### config.mk
export PLATFORM = sky130hd
export DESIGN_NAME = mem_port_arbiter
export DESIGN_NICKNAME = d
export VERILOG_FILES = /design/src/rtl/mem_port_arbiter_pkg.sv /design/src/rtl/mem_tag_fifo.sv /design/src/rtl/mem_port_arbiter.sv
export SDC_FILE = /design/constraint.sdc
export NUM_CORES = 1
export LEC_CHECK = 0
export CELL_PAD_IN_SITES_DETAIL_PLACEMENT = 1
export CELL_PAD_IN_SITES_GLOBAL_PLACEMENT = 1
export CORE_UTILIZATION = 31
export DETAILED_ROUTE_END_ITERATION = 12
export GPL_TIMING_DRIVEN = 1
export PLACE_DENSITY = 0.92
export SLEW_MARGIN = 20
export SYNTH_ARGS = -nofsm -noshare
export SYNTH_HDL_FRONTEND = slang
export SYNTH_SLANG_ARGS = --single-unit
### constraint.sdc
create_clock -name clk -period 5.8 [get_ports clk]
set_input_delay 0.58 -clock clk [delete_from_list [all_inputs] [get_ports clk]]
set_output_delay 0.58 -clock clk [all_outputs]
set_load 0.1 [all_outputs]
### src/rtl/mem_port_arbiter_pkg.sv
// Shared types and sizes for the memory-port arbiter slice: bus widths,
// memory command encoding, tag type and the grant identifier.
package mem_port_arbiter_pkg;

  localparam int ADDR_W       = 32;
  localparam int BLOCK_W      = 64;
  localparam int TAG_W        = 4;
  localparam int NUM_MEM_TAGS = 15;

  typedef logic [ADDR_W-1:0]  ADDR;
  typedef logic [BLOCK_W-1:0] MEM_BLOCK;
  typedef logic [TAG_W-1:0]   MEM_TAG;

  typedef enum logic [1:0] {
    MEM_NONE  = 2'h0,
    MEM_LOAD  = 2'h1,
    MEM_STORE = 2'h2
  } MEM_COMMAND;

  typedef enum logic {
    GNT_RD = 1'b0,
    GNT_WR = 1'b1
  } grant_e;

endpackage

### src/rtl/mem_tag_fifo.sv
// In-order FIFO of outstanding load tags. The head is visible combinationally
// so the return path can match an incoming data tag in the same cycle.
module mem_tag_fifo
  import mem_port_arbiter_pkg::*;
#(
  parameter int DEPTH = NUM_MEM_TAGS + 1,
  parameter int CNT_W = $clog2(DEPTH)
) (
  input  logic             clk,
  input  logic             rst,
  input  logic             push,
  input  logic [TAG_W-1:0] push_tag,
  input  logic             pop,
  output logic [TAG_W-1:0] head,
  output logic [CNT_W-1:0] count,
  output logic             empty
);

  localparam int PTR_W = (DEPTH > 1) ? $clog2(DEPTH) : 1;
  localparam logic [PTR_W-1:0] LAST_PTR = PTR_W'(DEPTH - 1);

  logic [TAG_W-1:0] slot_reg [DEPTH];
  logic [PTR_W-1:0] head_ptr_reg;
  logic [PTR_W-1:0] tail_ptr_reg;
  logic [CNT_W-1:0] count_reg;

  // tag storage; contents need no reset because count gates their use
  always_ff @(posedge clk) begin
    if (push) begin
      slot_reg[tail_ptr_reg] <= push_tag;
    end
  end

  // pointers wrap at DEPTH (not necessarily a power of two); push+pop keeps count
  always_ff @(posedge clk) begin
    if (!rst) begin
      head_ptr_reg <= '0;
      tail_ptr_reg <= '0;
      count_reg    <= '0;
    end else begin
      if (push) begin
        tail_ptr_reg <= (tail_ptr_reg == LAST_PTR) ? '0 : tail_ptr_reg + PTR_W'(1);
      end
      if (pop) begin
        head_ptr_reg <= (head_ptr_reg == LAST_PTR) ? '0 : head_ptr_reg + PTR_W'(1);
      end
      case ({push, pop})
        2'b10:   count_reg <= count_reg + CNT_W'(1);
        2'b01:   count_reg <= count_reg - CNT_W'(1);
        default: count_reg <= count_reg;
      endcase
    end
  end

  assign head  = slot_reg[head_ptr_reg];
  assign count = count_reg;
  assign empty = (count_reg == '0);

endmodule

### src/rtl/mem_port_arbiter.sv
// Shares one memory port between a load client and a store client.
// Round-robin on ties, one command per cycle, load data returned in issue order.
module mem_port_arbiter
  import mem_port_arbiter_pkg::*;
#(
  parameter  int MAX_OUTSTANDING = NUM_MEM_TAGS,
  localparam int CNT_W = $clog2(MAX_OUTSTANDING + 1)
) (
  input  logic               clk,
  input  logic               rst,
  input  logic               rd_req_vld,
  input  logic [ADDR_W-1:0]  rd_req_addr,
  output logic               rd_req_rdy,
  input  logic               wr_req_vld,
  input  logic [ADDR_W-1:0]  wr_req_addr,
  input  logic [BLOCK_W-1:0] wr_req_data,
  output logic               wr_req_rdy,
  output logic               rd_rsp_vld,
  output logic [BLOCK_W-1:0] rd_rsp_data,
  output MEM_COMMAND         proc2mem_command,
  output logic [ADDR_W-1:0]  proc2mem_addr,
  output logic [BLOCK_W-1:0] proc2mem_data,
  input  logic [TAG_W-1:0]   mem2proc_transaction_tag,
  input  logic [BLOCK_W-1:0] mem2proc_data,
  input  logic [TAG_W-1:0]   mem2proc_data_tag,
  output logic [CNT_W-1:0]   outstanding,
  output logic               tag_err
);

  grant_e             last_grant_reg;
  grant_e             last_grant_next;
  logic               rd_elig;
  logic               wr_elig;
  logic               gnt_rd;
  logic               gnt_wr;
  logic               tag_ok;
  logic               rd_acc;
  logic               wr_acc;
  logic [TAG_W-1:0]   fifo_head;
  logic               fifo_empty;
  logic [CNT_W-1:0]   fifo_count;
  logic               data_hit;
  logic               data_bad;
  logic               rsp_vld_reg;
  logic [BLOCK_W-1:0] rsp_data_reg;
  logic               tag_err_reg;

  // Eligibility uses the registered count, so a same-cycle pop never unblocks a load.
  assign rd_elig = rd_req_vld && (fifo_count < CNT_W'(MAX_OUTSTANDING));
  assign wr_elig = wr_req_vld;
  assign tag_ok  = (mem2proc_transaction_tag != '0);

  // Grants are forced off during reset so the port stays idle.
  assign gnt_rd = rst && rd_elig && (!wr_elig || (last_grant_reg == GNT_WR));
  assign gnt_wr = rst && wr_elig && (!rd_elig || (last_grant_reg == GNT_RD));
  assign rd_acc = gnt_rd && tag_ok;
  assign wr_acc = gnt_wr && tag_ok;

  // round-robin state register; a rejected command leaves the priority unchanged
  always_ff @(posedge clk) begin
    if (!rst) begin
      last_grant_reg <= GNT_WR;
    end else begin
      last_grant_reg <= last_grant_next;
    end
  end

  // next-state: remember whichever client was actually accepted
  always_comb begin
    last_grant_next = last_grant_reg;
    if (rd_acc) begin
      last_grant_next = GNT_RD;
    end else if (wr_acc) begin
      last_grant_next = GNT_WR;
    end
  end

  // drive the granted request onto the memory port in the same cycle
  always_comb begin
    proc2mem_command = MEM_NONE;
    proc2mem_addr    = '0;
    proc2mem_data    = '0;
    if (gnt_rd) begin
      proc2mem_command = MEM_LOAD;
      proc2mem_addr    = rd_req_addr;
    end else if (gnt_wr) begin
      proc2mem_command = MEM_STORE;
      proc2mem_addr    = wr_req_addr;
      proc2mem_data    = wr_req_data;
    end
  end

  assign rd_req_rdy = rd_acc;
  assign wr_req_rdy = wr_acc;

  // Returns against an empty FIFO are stale tags from before a reset and are ignored.
  assign data_hit = !fifo_empty && (mem2proc_data_tag != '0) && (mem2proc_data_tag == fifo_head);
  assign data_bad = !fifo_empty && (mem2proc_data_tag != '0) && (mem2proc_data_tag != fifo_head);

  mem_tag_fifo #(
    .DEPTH (MAX_OUTSTANDING + 1),
    .CNT_W (CNT_W)
  ) u_tag_fifo (
    .clk      (clk),
    .rst      (rst),
    .push     (rd_acc),
    .push_tag (mem2proc_transaction_tag),
    .pop      (data_hit),
    .head     (fifo_head),
    .count    (fifo_count),
    .empty    (fifo_empty)
  );

  // register in-order load data for a one-cycle response pulse; latch tag errors
  always_ff @(posedge clk) begin
    if (!rst) begin
      rsp_vld_reg  <= 1'b0;
      rsp_data_reg <= '0;
      tag_err_reg  <= 1'b0;
    end else begin
      rsp_vld_reg <= data_hit;
      if (data_hit) begin
        rsp_data_reg <= mem2proc_data;
      end
      if (data_bad) begin
        tag_err_reg <= 1'b1;
      end
    end
  end

  assign rd_rsp_vld  = rsp_vld_reg;
  assign rd_rsp_data = rsp_data_reg;
  assign outstanding = fifo_count;
  assign tag_err     = tag_err_reg;

endmodule

# ---- Word-level counts from Yosys, hierarchy flattened
# Memories as Yosys holds them, arrays and structs flattened. A register that Yosys moved wholly into a read port is not among the register bits.
# Index checks and enable logic that the tools add are counted.
dict set report word_totals {
  reg_bits 79
  ramBits 64
  input_bits 204
  output_inout_bits 170
  elab_cells 55
  n_memories 1
}
dict set report op_classes {
  add_sub_neg 4
  magnitude_cmp 1
  eq_ne 6
  n_mux 15
  n_bitwise 1
  n_reduce_logical 20
}
# memory depth width read_ports rd_ports_with_merged_regs write_ports line_no
set memory_table {}
lappend memory_table {u_tag_fifo.slot_reg 16 4 1 1 1 mem_tag_fifo.sv:22} ;# logic [TAG_W-1:0] slot_reg [DEPTH];
# cell n
set op_table {}
lappend op_table {{two-way mux 64 bit} 2}
lappend op_table {{two-way mux 32 bit} 2}
lappend op_table {{two-way mux 4 bit} 4}
lappend op_table {{adder 4 x 1 -> 4 bit, second input constant} 3}
lappend op_table {{logical AND 1 bit} 10}
lappend op_table {{equality test 4 bit, second input constant} 2}
lappend op_table {{one-hot mux 4 bit (2 select lines)} 1}
lappend op_table {{nonzero test 4 bit} 2}
lappend op_table {{equality test 4 bit} 1}
lappend op_table {{zero test 4 bit} 1}
lappend op_table {{< comparator 4 bit, second input constant} 1}
lappend op_table {{two-way mux 1 bit} 4}
lappend op_table {{two-way mux 2 bit} 2}
lappend op_table {{!= test 4 bit} 1}
lappend op_table {{nonzero test 2 bit} 2}
lappend op_table {{subtractor 4 x 1 -> 4 bit, second input constant} 1}
lappend op_table {{zero test 1 bit} 3}
lappend op_table {{equality test 2 x 1 -> 1 bit, second input constant} 1}
lappend op_table {{equality test 2 bit, second input constant} 1}
lappend op_table {{logical OR 1 bit} 2}
lappend op_table {{inverter 1 bit} 1}

# ---- Longest topological paths before layout
dict set report logic_depth {
  depth_word 8
  ltp_mapped 17
  depth_no_buf 13
}

# ---- Modules after synthesis
# Synthesis repeated with hierarchy kept, for this count alone.
dict set report hier_totals {
  cells_unflattened 652
  area_unflattened_um2 7009.2
}
# module instances cells_each area_per_inst_um2 seq_area_each_um2
set modules_own_cells {}
lappend modules_own_cells {mem_port_arbiter 1 452 3671.0 1341.3}
lappend modules_own_cells {mem_tag_fifo 1 200 3338.2 2242.2}

# ---- Least setup slack after synthesis
# Ideal clock, no wire load.
dict set report synth_timing {
  path_kind {flip-flop to flip-flop}
  from {register u_tag_fifo.count_reg[1], in the netlist u_tag_fifo.count[1]}
  to {register u_tag_fifo.count_reg[2], in the netlist u_tag_fifo.count[2]}
  setup_ps 70
  arrival_time_ps 4444
  required_ps 5730
  slack_ps 1286
  stages_incl_launch_ff 15
  n_path_buf 3
  synth_period_minus_slack_ps 4514
  cell_sequence {dfxtp_1 clkbuf_1 nand4_1 o2111a_1 clkbuf_1 nor2b_1 clkbuf_1 clkinv_1 ha_1 xor2_1 ha_1 a21oi_1 xor2_1 or3_1 a21oi_1}
}
dict set report synth_via {
  elab_chain_cells 7
  word_cells_on_any_way 15
  classes_between {add/sub: 2; order compare: 1; eq/ne: 2; mux: 1; reduce/logical: 9}
}
# element line_no
set synth_rtl {}
lappend synth_rtl {{start: declaration} mem_tag_fifo.sv:25} ;# logic [CNT_W-1:0] count_reg;
lappend synth_rtl {{start signal: assignment} mem_tag_fifo.sv:48} ;# 2'b10: count_reg <= count_reg + CNT_W'(1);
lappend synth_rtl {{start signal: assignment} mem_tag_fifo.sv:49} ;# 2'b01: count_reg <= count_reg - CNT_W'(1);
lappend synth_rtl {{start signal: assignment} mem_tag_fifo.sv:50} ;# default: count_reg <= count_reg;
lappend synth_rtl {{< comparator 4 bit *} mem_port_arbiter.sv:49} ;# assign rd_elig = rd_req_vld && (fifo_count < CNT_W'(MAX_OUTSTANDING));
lappend synth_rtl {{logical AND 1 bit *} mem_port_arbiter.sv:49}
lappend synth_rtl {{logical AND 1 bit * (2 in series)} mem_port_arbiter.sv:54} ;# assign gnt_rd = rst && rd_elig && (!wr_elig || (last_grant_reg == GNT_WR));
lappend synth_rtl {{logical AND 1 bit *} mem_port_arbiter.sv:56} ;# assign rd_acc = gnt_rd && tag_ok;
lappend synth_rtl {{via rd_req_rdy} mem_port_arbiter.sv:13} ;# output logic rd_req_rdy,
lappend synth_rtl {{equality test 2 x 1 -> 1 bit or equality test 2 bit (tied branches)} mem_tag_fifo.sv:47} ;# case ({push, pop})
lappend synth_rtl {{one-hot mux 4 bit (2 select lines) or nonzero test 2 bit (tied branches)} --}
# The timed path passes the listed nets; every way through them passes the cells marked *.
# A chain may end at the register's enable or synchronous reset.

# ---- Worst setup path in the final report
dict set report layout_timing {
  from {register u_tag_fifo.count_reg[1], in the netlist u_tag_fifo.count[1]}
  to {output proc2mem_addr[9]}
}
dict set report layout_via {
  elab_chain_cells 7
  word_cells_on_any_way 9
  classes_between {order compare: 1; mux: 2; reduce/logical: 6}
}
# element line_no
set layout_rtl {}
lappend layout_rtl {{< comparator 4 bit *} mem_port_arbiter.sv:49}
lappend layout_rtl {{logical AND 1 bit *} mem_port_arbiter.sv:49}
lappend layout_rtl {{zero test 1 bit} mem_port_arbiter.sv:55} ;# assign gnt_wr = rst && wr_elig && (!rd_elig || (last_grant_reg == GNT_RD));
lappend layout_rtl {{logical OR 1 bit} mem_port_arbiter.sv:55}
lappend layout_rtl {{logical AND 1 bit} mem_port_arbiter.sv:55}
lappend layout_rtl {{two-way mux 32 bit} mem_port_arbiter.sv:86} ;# end else if (gnt_wr) begin
lappend layout_rtl {{two-way mux 32 bit *} mem_port_arbiter.sv:83} ;# if (gnt_rd) begin
lappend layout_rtl {{end: declaration} mem_port_arbiter.sv:21} ;# output logic [ADDR_W-1:0] proc2mem_addr,
# Mark *: on every way between the ends. The rest lies on a longest branch, timed or not.

==> results.ini <==
[outcome]
status=completed

[synthesis]
synth_top_flop_cell=dfxtp_1
synth_fp_nets=865
ys_top_cells_by_area=edfxtp_1 (28%), dfxtp_1 (24%), and2_1 (6.5%)
synth_top_area_share_pct=28.2
synth_async_sr_flop_share_pct=0
synth_edf_count=64
netlist_instances=653
yosys_warnings=0
synth.distinct_cells=45
synth-seq-cells=147
syn_area_mm2=0.00682
synth_top_cell_by_area=edfxtp_1
synthTopCellsByCount=dfxtp_1 (83), a21oi_1 (75), and2_1 (71)
avgSynthCellArea_um2=10.4
synth_most_common_cell=dfxtp_1
yosysSeqAreaShare_pct=52.6

[routing]
finalWirelength_um=31600
drtIter0Drc=362
drt-met1-wl_um=12100
top_layer_used=met4
antenna_left=0
drt-wirelength-per-cell_um=24.7
num_vias=6685
route.met3.wl_um=2010
drtPass1Iterations=4
drc_errors=0
detail_route.vias_per_cell=5.22
wl_met2_um=16500

[cts]
clockRootBuffer=clkbuf_16
cts_buffers=17
cts.clk_slew.worst_paths_ns=0.06
clock_latency_ns=0.43
cts_setup_buffers=0
clk_path_buf_depth=2
cts-resized-gates=0
h-tree-depth=4
cts_tree=yes
hold_buffers=0
clock_sinks=147

[floorplanning]
die_x_um=150
ios=374
fp.coreArea_mm2=0.0213
dieArea_mm2=0.0226
die_h_um=150
initial_core_util_pct=32.0
rows=53

[sta]
layout_setup_ws_ns=1.49
hold_viol_final=0
timing.setup.tns_ns=0
fmax_ghz=0.232
maxSlewHeadroom_pct=27.9
clock_skew_ns=0.0179
maxSlewViolCount=0
tightest_slew_ns=1.08
period_needed_ns=4.31
setup_viol=0
fin_crit_sh_pct=74.2
fin_hold_ws_ns=0.449
rsz0062_at_grt=false

[min_path]
min_to=tag_err
holdPathStages=2
min_path_type=reg -> reg
hp-start=tag_err

[critical_path]
critPathMaxFanout=83
arrival_ns=3.73
rr_endpoint=u_tag_fifo.count[2]
rr_worst_depth=13
cp-start-kind=flip-flop
cp_slowest_cell=clkdlybuf4s50_1
crit_path_end_kind=output port
slowest_delay_ns=1.16
path_class=reg -> out
crit_chain=nand4_1 > a311oi_4 > buf_12 > a22o_1 > clkdlybuf4s50_1
regToRegSetupSlack_ns=1.66
cp.required_ns=5.22

[placement]
dp_slack_ns=1.57
portBuffers=373
dp_hpwl_um=24000
globalplace.congestion=0.811
placed_cell_area_mm2=0.0106

[grt]
grt_max_degree=84
grtUsageTotal_pct=27.8
grt_pass1_vias=7151
antenna_found_initial=4
grt_overflow_total=0
grt_pass1_wl_um=45000

[power]
leakagePower_nw=3.79
power.density_mw_per_mm2=250
vdd_drop_max_v=0.000179
power.total_mw=2.80

[cells_and_area]
design_area_mm2=0.0112
area_growth_pct=64.5
layout.nets=1201
layout-drive-gt1-share_pct=6.89

[flow_run]
cap_violations=0

==> critical path, delay by kind of cell (launching register included) <==
kind,cells,cell delay [ns]
simple gates,1,0.29
buf+inv,2,1.52
flops,1,0.50
compound gates,2,0.97
==> metal layers <==
metal	up-vias	GRT usage [%]
li1	3049	-
met1	3331	30.4
met2	258	49.8
met3	47	7.64
met4	0	12.8
met5	-	0
==> cells in the final DEF (no fill, tap or decap), types with 8 or more instances in the layout <==
cell type and instances:
a21oi_1 75, a22o_1 32, and2_1 71, buf_4 17, clkbuf_16 19, clkdlybuf4s50_1 363
dfxtp_1 83, edfxtp_1 64, ha_1 8, mux2i_1 20, mux4_2 12, nand2_1 13
nand3_1 67, nor2_1 12, o21ai_0 62, o21ai_1 10
==> area by class of cell <==
class,count,area (µm²)
Fill cell,2326,10100
Timing Repair Buffer,381,3780
Sequential cell,147,3580
Multi-Input combinational cell,436,2900
Clock buffer,24,524
Tap cell,275,344
Clock inverter,7,45.0
Inverter,6,22.5
Antenna cell,4,10.0
==> kinds of logic (layout without fill, tap and decap cells) <==
| family | count (synthesis) | in the layout | share of synthesized area, % |
|---|---|---|---|
| buf+inv | 70 | 418 | 5.18 |
| mux | 32 | 32 | 6.90 |
| other cells | 0 | 4 | 0 |
| compound gates | 189 | 189 | 16.2 |
| flops | 147 | 147 | 52.6 |
| fa+ha+maj | 8 | 8 | 1.47 |
| xor+xnor | 8 | 8 | 1.03 |
| simple gates | 199 | 199 | 16.6 |
==> how the worst max path moves through the flow <==
stage,start,endpoint,slack (ns),cells past startpoint
floorplan,u_tag_fifo.count[1],u_tag_fifo.count[2],1.29,14
global route,u_tag_fifo.count[1],proc2mem_data[51],1.31,5
CTS,u_tag_fifo.count[1],proc2mem_addr[9],1.43,5
detailed placement,rst,proc2mem_addr[9],1.57,6
finish,u_tag_fifo.count[1],proc2mem_addr[9],1.49,5
global placement,rst,proc2mem_addr[9],1.62,6
==> per-stage QoR <==
stage / util, % / std cells
finish: 52.7 / 1280
global route: 52.7 / 1280
CTS: 52.6 / 1276
detailed placement: 50.0 / 1245
global placement: 50.0 / 1245
floorplan: - / 653
==> report_power, final <==
| group | switching, mW | total (mW) | leakage [nW] | internal [mW] |
|---|---|---|---|---|
| Sequential | 0.00805 | 1.10 | 1.25 | 1.09 |
| Combinational | 0.435 | 0.654 | 2.27 | 0.219 |
| Clock | 0.419 | 1.05 | 0.279 | 0.629 |
(Power assumes the default switching activity.)
